===== config.mk =====
export PLATFORM = sky130hd
export DESIGN_NAME = hpc1_rnd_source
export DESIGN_NICKNAME = d
export VERILOG_FILES = /design/src/rtl/hpc1_rnd_source_pkg.sv /design/src/rtl/hpc1_rnd_source_xorshift32_lane.sv /design/src/rtl/hpc1_rnd_source.sv
export SDC_FILE = /design/constraint.sdc
export NUM_CORES = 1
export LEC_CHECK = 0
export ABC_AREA = 1
export BUFFER_PORTS_ARGS = -buffer_cell sky130_fd_sc_hd__buf_2
export CORE_MARGIN = 2
export CORE_UTILIZATION = 59
export CTS_BUF_LIST = sky130_fd_sc_hd__clkbuf_2 sky130_fd_sc_hd__clkbuf_4 sky130_fd_sc_hd__clkbuf_8
export DETAILED_ROUTE_END_ITERATION = 6
export PLACE_DENSITY_LB_ADDON = 0.1
export SYNTH_ARGS = -nofsm -noshare
export SYNTH_HDL_FRONTEND = slang
export SYNTH_SLANG_ARGS = --single-unit

===== constraint.sdc =====
create_clock -name clk -period 2.4 [get_ports clk]
set_clock_uncertainty 0.2 [all_clocks]
set_input_delay 0.48 -clock clk [delete_from_list [all_inputs] [get_ports clk]]
set_output_delay 0.48 -clock clk [all_outputs]
set_load 0.01 [all_outputs]

===== src/rtl/hpc1_rnd_source_pkg.sv =====
// hpc1_rnd_source_pkg: shared HPC1 randomness counts, zero-seed substitute, FSM encoding and lane step
package hpc1_rnd_source_pkg;

    typedef enum logic [1:0] {
        ST_IDLE,
        ST_SEED,
        ST_WARMUP,
        ST_RUN
    } state_t;

    // The all-zero xorshift state is a fixed point, so a zero seed is replaced by this word
    localparam logic [31:0] ZERO_SEED_SUB = 32'h2545F491;

    function automatic int hpc1_refresh_bits(input int order);
        return (order + 1) * order / 2;
    endfunction

    function automatic int hpc1_mult_bits(input int order);
        return (order + 1) * order / 2;
    endfunction

    function automatic int hpc1_rnd_bits(input int order);
        return hpc1_refresh_bits(order) + hpc1_mult_bits(order);
    endfunction

    function automatic logic [31:0] xorshift32_step(input logic [31:0] x);
        logic [31:0] y;
        y = x ^ (x << 13);
        y = y ^ (y >> 17);
        return y ^ (y << 5);
    endfunction

endpackage


===== src/rtl/hpc1_rnd_source_xorshift32_lane.sv =====
// xorshift32_lane: one seeded xorshift32 generator with load, step and truncated state output
module xorshift32_lane
    import hpc1_rnd_source_pkg::*;
#(
    parameter int OUT_W = 32
) (
    input  logic             clk,
    input  logic             rst_n,
    input  logic             i_load,
    input  logic [31:0]      i_seed,
    input  logic             i_step,
    output logic [OUT_W-1:0] o_state
);

    logic [31:0] r_state;

    // Loading a new seed wins over stepping; zero seeds are substituted
    always_ff @(posedge clk or negedge rst_n) begin
        if (!rst_n) r_state <= '0;
        else if (i_load) r_state <= (i_seed == '0) ? ZERO_SEED_SUB : i_seed;
        else if (i_step) r_state <= xorshift32_step(r_state);
    end

    assign o_state = r_state[OUT_W-1:0];

endmodule


===== src/rtl/hpc1_rnd_source.sv =====
// hpc1_rnd_source: fresh-randomness producer for HPC1 gadgets from a bank of seeded xorshift32 lanes
module hpc1_rnd_source
    import hpc1_rnd_source_pkg::*;
#(
    parameter int security_order = 2,
    parameter int NUM_GADGETS    = 1,
    parameter int RND_PER_GADGET = hpc1_rnd_bits(security_order),
    parameter int WARMUP_CYCLES  = 16
) (
    input  logic                                  clk,
    input  logic                                  rst_n,
    input  logic [31:0]                           seed_in,
    input  logic                                  seed_valid,
    output logic                                  seed_ready,
    output logic [NUM_GADGETS*RND_PER_GADGET-1:0] rnd_out,
    output logic                                  rnd_valid,
    input  logic                                  rnd_ready
);

    localparam int WIDTH   = NUM_GADGETS * RND_PER_GADGET;
    localparam int L       = (WIDTH + 31) / 32;
    localparam int CW      = (L > 1) ? $clog2(L) : 1;
    localparam int WW      = (WARMUP_CYCLES > 1) ? $clog2(WARMUP_CYCLES) : 1;
    localparam int WLAST   = (WARMUP_CYCLES > 0) ? WARMUP_CYCLES - 1 : 0;
    localparam bit MULTI   = L > 1;
    localparam bit NO_WARM = WARMUP_CYCLES == 0;

    state_t            r_state;
    state_t            w_next;
    logic [CW-1:0]     r_seed_cnt;
    logic [WW-1:0]     r_warm_cnt;
    logic              w_seed_acc;
    logic              w_last_seed;
    logic              w_warm_done;
    logic              w_step;
    logic [L-1:0]      w_load;
    logic [WIDTH-1:0]  w_lanes;

    assign seed_ready  = r_state != ST_WARMUP;
    assign rnd_valid   = r_state == ST_RUN;
    assign w_seed_acc  = seed_valid && seed_ready;
    assign w_last_seed = r_seed_cnt == CW'(L - 1);
    assign w_warm_done = r_warm_cnt == WW'(WLAST);
    assign w_step      = (r_state == ST_WARMUP) || (rnd_valid && rnd_ready && !w_seed_acc);
    assign rnd_out     = rnd_valid ? w_lanes : '0;

    genvar g;
    generate
        for (g = 0; g < L; g++) begin : g_lane
            localparam int OW = (g == L - 1) ? WIDTH - 32 * (L - 1) : 32;
            assign w_load[g] = w_seed_acc && ((r_state == ST_SEED) ? (r_seed_cnt == CW'(g)) : (g == 0));
            xorshift32_lane #(.OUT_W(OW)) u_lane (
                .clk     (clk),
                .rst_n   (rst_n),
                .i_load  (w_load[g]),
                .i_seed  (seed_in),
                .i_step  (w_step),
                .o_state (w_lanes[32*g +: OW])
            );
        end
    endgenerate

    // State register
    always_ff @(posedge clk or negedge rst_n) begin
        if (!rst_n) r_state <= ST_IDLE;
        else r_state <= w_next;
    end

    // Next state: a first seed word leaves IDLE/RUN, the last word or warm-up end moves on
    always_comb begin
        w_next = r_state;
        case (r_state)
            ST_IDLE, ST_RUN: if (w_seed_acc) w_next = MULTI ? ST_SEED : (NO_WARM ? ST_RUN : ST_WARMUP);
            ST_SEED:         if (w_seed_acc && w_last_seed) w_next = NO_WARM ? ST_RUN : ST_WARMUP;
            ST_WARMUP:       if (w_warm_done) w_next = ST_RUN;
        endcase
    end

    // Lane index of the next seed word; a word accepted outside SEED always lands in lane 0
    always_ff @(posedge clk or negedge rst_n) begin
        if (!rst_n) r_seed_cnt <= '0;
        else if (w_seed_acc) r_seed_cnt <= (r_state == ST_SEED) ? r_seed_cnt + CW'(1) : CW'(1);
    end

    // Warm-up step counter, cleared outside WARMUP
    always_ff @(posedge clk or negedge rst_n) begin
        if (!rst_n) r_warm_cnt <= '0;
        else r_warm_cnt <= (r_state == ST_WARMUP && !w_warm_done) ? r_warm_cnt + WW'(1) : '0;
    end

endmodule

* After elaboration in Yosys (flattened, before gate mapping) *
Index checks and enable logic that the tools add are counted.
Widths: inputs -> output; s select.

storage, ports and cells
  flip-flop bits (word level) = 39
  bits in latches = 0
  RAM bits = 0
  ROM bits = 0
  input port bits = 36
  output and inout bits = 8
  logic and storage cells = 43
  memories kept = 0

operators by class
  add/sub/neg operators = 2
  $mul = 0
  div/mod/pow operators = 0
  $lt $le $gt $ge = 0
  equality and inequality tests = 8
  shifts and indexed selects = 0
  muxes and demuxes = 11
  bitwise logic cells = 4
  reduce and logical (&&, ||, !) cells = 14

operators with widths
  operator             number
  $mux 32              3
  $xor 32x32->32       2
  $logic_not 32->1     1
  $xor 32x15->32       1
  $logic_and 1x1->1    6
  $mux 2               3
  $mux 6               1
  $ne 2x2->1 const B   3
  $pmux 2 s3           1
  $add 4x1->4 const B  1
  $eq 2x2->1 const B   2
  $eq 4x4->1 const B   1
  $mux 4               1
  $reduce_and 3->1     1
  $eq 2x1->1 const B   1
  $logic_not 1->1      2
  $logic_not 2->1      1
  $mux 1               2
  $ne 2x1->1 const B   1
  $reduce_bool 2->1    1
  $reduce_or 2->1      1
  $add 1x1->1 const B  1
  $logic_or 1x1->1     1
  $not 1->1            1

* Longest topological paths before layout *
  word-level depth = 7
  mapped depth = 12
  depth with buffers taken out = 12

* Cells and area by module *
Synthesis repeated with hierarchy kept, for this count alone.

second synthesis, totals
  cells, all modules = 505
  area, all modules = 3,093.0 µm²

modules (own cells, without submodules)
  module           instances  cells an instance  area each (µm²)  seq. area each (µm²)
  xorshift32_lane  1          450                2,663.8          800.8
  hpc1_rnd_source  1          55                 429.2            175.2

* Least setup slack after synthesis *
No wires, ideal clock.

  kind = reg-to-reg
  start point = register r_state[0]
  end point = register g_lane[0].u_lane.r_state[20]
  library setup time = 0.130 ns
  arrival = 1.476 ns
  required time = 2.070 ns
  setup slack = 0.593 ns
  stages on the path, launching flop included = 10
  path buffers = 1
  clock period less this slack = 1.807 ns
  cells stage by stage = dfrtp_1 inv_1 ha_1 inv_2 nand2_2 a21oi_4 inv_2 buf_2 o211ai_1 o21ai_0

on the way
  cells in the longest elaborated chain, start to end = 6
  elaborated cells between the ends (all ways) = 13
  classes of those cells = eq/ne: 4; mux: 2; reduce/logical: 7

ends and longest elaborated chain
  item                         line                                   RTL
  from (decl)                  hpc1_rnd_source.sv:28                  state_t r_state;
  from (signal assigned)       hpc1_rnd_source.sv:66                  else r_state <= w_next;
  $ne 2x2->1 *                 hpc1_rnd_source.sv:39                  assign seed_ready = r_state != ST_WARMUP;
  net seed_ready               hpc1_rnd_source.sv:14                  output logic seed_ready,
  $logic_and 1x1->1 *          hpc1_rnd_source.sv:41                  assign w_seed_acc = seed_valid && seed_ready;
  $logic_not 1->1              hpc1_rnd_source.sv:44                  assign w_step = (r_state == ST_WARMUP) || (rnd_valid && rnd_ready && !w_seed_acc);
  $logic_and 1x1->1            hpc1_rnd_source.sv:44
  $logic_or 1x1->1             hpc1_rnd_source.sv:44
  $reduce_bool 2->1 (no line)  n/a
  to (signal assigned)         hpc1_rnd_source_xorshift32_lane.sv:20  else if (i_load) r_state <= (i_seed == '0) ? ZERO_SEED_SUB : i_seed;
  to (signal assigned)         hpc1_rnd_source_xorshift32_lane.sv:21  else if (i_step) r_state <= xorshift32_step(r_state);
  to (decl)                    hpc1_rnd_source_xorshift32_lane.sv:15  logic [31:0] r_state;

The timed path passes the listed nets; every way through them passes the cells marked *.
A chain may end at the register's enable or synchronous reset.

* Worst setup path after layout *
  start point = register r_state[0]
  end point = register g_lane[0].u_lane.r_state[21]

on the way
  cells in the longest elaborated chain, start to end = 6
  elaborated cells between the ends (all ways) = 13
  classes of those cells = eq/ne: 4; mux: 2; reduce/logical: 7

ends and longest elaborated chain
  item                         line
  $ne 2x2->1                   hpc1_rnd_source.sv:39
  $logic_and 1x1->1            hpc1_rnd_source.sv:41
  $logic_not 1->1              hpc1_rnd_source.sv:44
  $logic_and 1x1->1            hpc1_rnd_source.sv:44
  $logic_or 1x1->1             hpc1_rnd_source.sv:44
  $reduce_bool 2->1 (no line)  n/a

Parallel ways exist; a longest one is shown, timed or not.

==> flow_summary.ini <==
[detailed_routing]
drt_iter0_drc = 292
ant_nets = 0
routed-via-count = 2926
wl_mm = 7.446
vias_per_cell = 5.115
first_pass_iters = 5
wl_per_cell_um = 13.02
drcViolationCount = 0

[layout]
drive_gt1_frac = 0.1366
diodes = 0
final_cell_mix = nand2_1 (189), inv_1 (51), nor2_1 (45)
multi_input_area_um2 = 1662
final_cells = 572
syn_to_final_growth_pct = 15.65
regArea_um2 = 975.9
final_cell_area_um2 = 3357
num-nets-final = 544
layout_commonest_cell = nand2_1
fill_cells = 404

[global_routing]
gr-max-usage-layer = met2
grt_overflow = 0
gr-usage-all-layers = 0.2903
met2_usage = 0.4772
grt_max_degree = 40
use_met1 = 0.3817
antenna_found_initial = 0
grt_pass1_wl_mm = 12.18
grt_util_met3 = 0.03252
grt_pass1_vias = 2744

[power_and_ir_drop]
peakVddDrop_mv = 0.9220
p_leak_nw = 1.898
p_int_mw = 2.809
p_comb_frac = 0.660
netSwitchingFraction = 0.5031
p_sw_mw = 2.844
p_seq_frac = 0.238
clock_power_share = 0.102
powerDensity_nw_per_um2 = 1684

[setup_path]
cp-start-kind = flop
r2r_start = r_state[0]
path_buf_inv = 4
cp_slowest_cell = dfrtp_1
crit_top_cell = inv_2
reg2reg_depth = 10
required_ns = 2.42
reg2reg_to = g_lane[0].u_lane.r_state[21]
arrival_ns = 2.10
rrSetupSlack_ns = 0.32
critPathCaptureType = flop
critPathKind = flop to flop
crit_family = buffers and inverters
cp_cell_sequence = inv_1 -> ha_1 -> inv_2 -> nand2_2 -> a21oi_4 -> inv_2 -> nand2_4 -> buf_4 -> o21ai_0 -> o21ai_1
cpPeakStageDelay_ns = 0.37
crit_fanout = 30

[sta]
period_minus_slack_ns = 2.081
setup_tns_ns = 0
final_hold_viol_count = 0
hold_slack_ns = 0.03560
fmax_ghz = 0.4805
rsz0062_at_grt = no
maxSlewHeadroom = 0.6483
finalCritPeriodShare = 0.8672
slew_violations = 0
setup_viol = 0
worst_slew_pin_slew_ns = 0.5276

[synth]
ys_warn_count = 0
synth.net_count = 496
synth.distinct_cells = 25
avgSynthCellArea_um2 = 6.366
ys_seq_area_frac = 0.3362
synthCells = 456
netlist_area_um2 = 2903
ys_ff_latch = 39

[clock_tree]
clockRootBuffer = clkbuf_8
clockBufferDepth = 2
cts_tree = yes
clock_latency_ns = 0.30
cts_htree_levels = 2
cts_hold_buffers = 0
clkTransAtPathRegs_ns = 0.08
cts_buffers = 5
cts.repair.resized = 0
cts_setup_buffers = 0
cts.sinks = 39

[flow_run]
maxCapViolCount = 0

[placement]
place_area_um2 = 3239
portBuffers = 43
gp_congestion = 0.8489
place_inst = 564
dp_hpwl_mm = 5.563

[floorplan]
rows = 25
die_x_um = 74.14
core-area_um2 = 4723
die-area_um2 = 5497
ioPinCount = 44
initial_utilization = 0.6146
die_y_um = 74.14

[run_status]
outcome = finished clean

[worst_hold_path]
min_path_type = primary input to async pin
## metal layers
| layer | vias up | routed length (um) |
|---|---|---|
| li1 | 1493 | - |
| met1 | 1333 | 3328 |
| met2 | 78 | 3507 |
| met3 | 22 | 335 |
| met4 | 0 | 274 |
| met5 | - | 0 |
## worst register-to-register path, stage by stage (launching register included)
cell	delay, ns
dfrtp_1	0.37
inv_1	0.07
ha_1	0.24
inv_2	0.10
nand2_2	0.07
a21oi_4	0.13
inv_2	0.12
nand2_4	0.10
buf_4	0.30
o21ai_0	0.16
o21ai_1	0.15
## flip-flops by register name, indices dropped and copies added (netlist names)
| signal | cells |
|---|---|
| r_state | 2 |
| g_lane.u_lane.r_state | 32 |
| r_seed_cnt | 1 |
| r_warm_cnt | 4 |
## cell families (layout without fill, tap and decap cells)
kind of cell,Yosys count,after routing,share of synthesized area
AOI/OAI and AO/OA,50,50,0.09267
xor gates and xnor gates,34,34,0.1052
adders and majority gates,4,4,0.01724
buffers and inverters,66,115,0.09138
DFF,39,39,0.3362
and+or+nand+nor,263,263,0.3573
## stage by stage
step | utilization | power, mW | setup slack, ns
floorplan | - | 4.138 | 0.5935
global placement | 0.6858 | 4.922 | 0.4032
detailed placement | 0.6858 | 5.044 | 0.3441
CTS | 0.7107 | 5.648 | 0.3269
global route | 0.7107 | 6.261 | 0.1289
finish | 0.7107 | 5.652 | 0.3188
## cells in the mapped netlist
library cell	n	share of area
buf_4	2	0.0052
clkbuf_1	2	0.0026
inv_1	51	0.066
nor2_1	45	0.058
o211ai_1	1	0.0026
xnor2_1	15	0.045
dfrtp_1	39	0.34
a21oi_4	1	0.0056
a21oi_1	5	0.0086
a31oi_1	2	0.0043
buf_2	8	0.014
ha_1	4	0.017
o21ai_0	27	0.047
nand2_1	189	0.24
o21ai_1	12	0.021
xor2_1	18	0.054
nand2_2	1	0.0022
or2_2	1	0.0022
nand3_1	18	0.031
nor3_1	6	0.010
nand3b_1	2	0.0052
nand2_4	1	0.0039
xnor2_2	1	0.0056
o22ai_1	2	0.0043
inv_2	3	0.0039
## power groups by stage
stage,clock (mW),sequential [mW],combinational [mW]
final,0.576,1.35,3.73
after detailed placement,0,1.35,3.69
after global placement,0,1.34,3.58
after floorplan,0,1.27,2.86
after CTS,0.587,1.34,3.72
after global routing,0.615,1.40,4.25
## area by class of cell
| class | instances | share of cell area |
|---|---|---|
| Clock buffer | 6 | 0.02460 |
| Clock inverter | 2 | 0.01044 |
| Inverter | 54 | 0.06038 |
| Multi-Input combinational cell | 351 | 0.4950 |
| Sequential cell | 39 | 0.2907 |
| Tap cell | 67 | 0.02497 |
| Timing Repair Buffer | 53 | 0.09392 |
## worst max path at each step
stage               cells past startpoint                            to  startpoint
finish                                 10  g_lane[0].u_lane.r_state[21]  r_state[0]
global route                           10   g_lane[0].u_lane.r_state[0]  r_state[0]
CTS                                    10  g_lane[0].u_lane.r_state[31]  r_state[0]
detailed placement                     10  g_lane[0].u_lane.r_state[31]  r_state[0]
global placement                       12   g_lane[0].u_lane.r_state[6]  r_state[0]
floorplan                               9  g_lane[0].u_lane.r_state[20]  r_state[0]
Power figures use the tool's default switching activity.
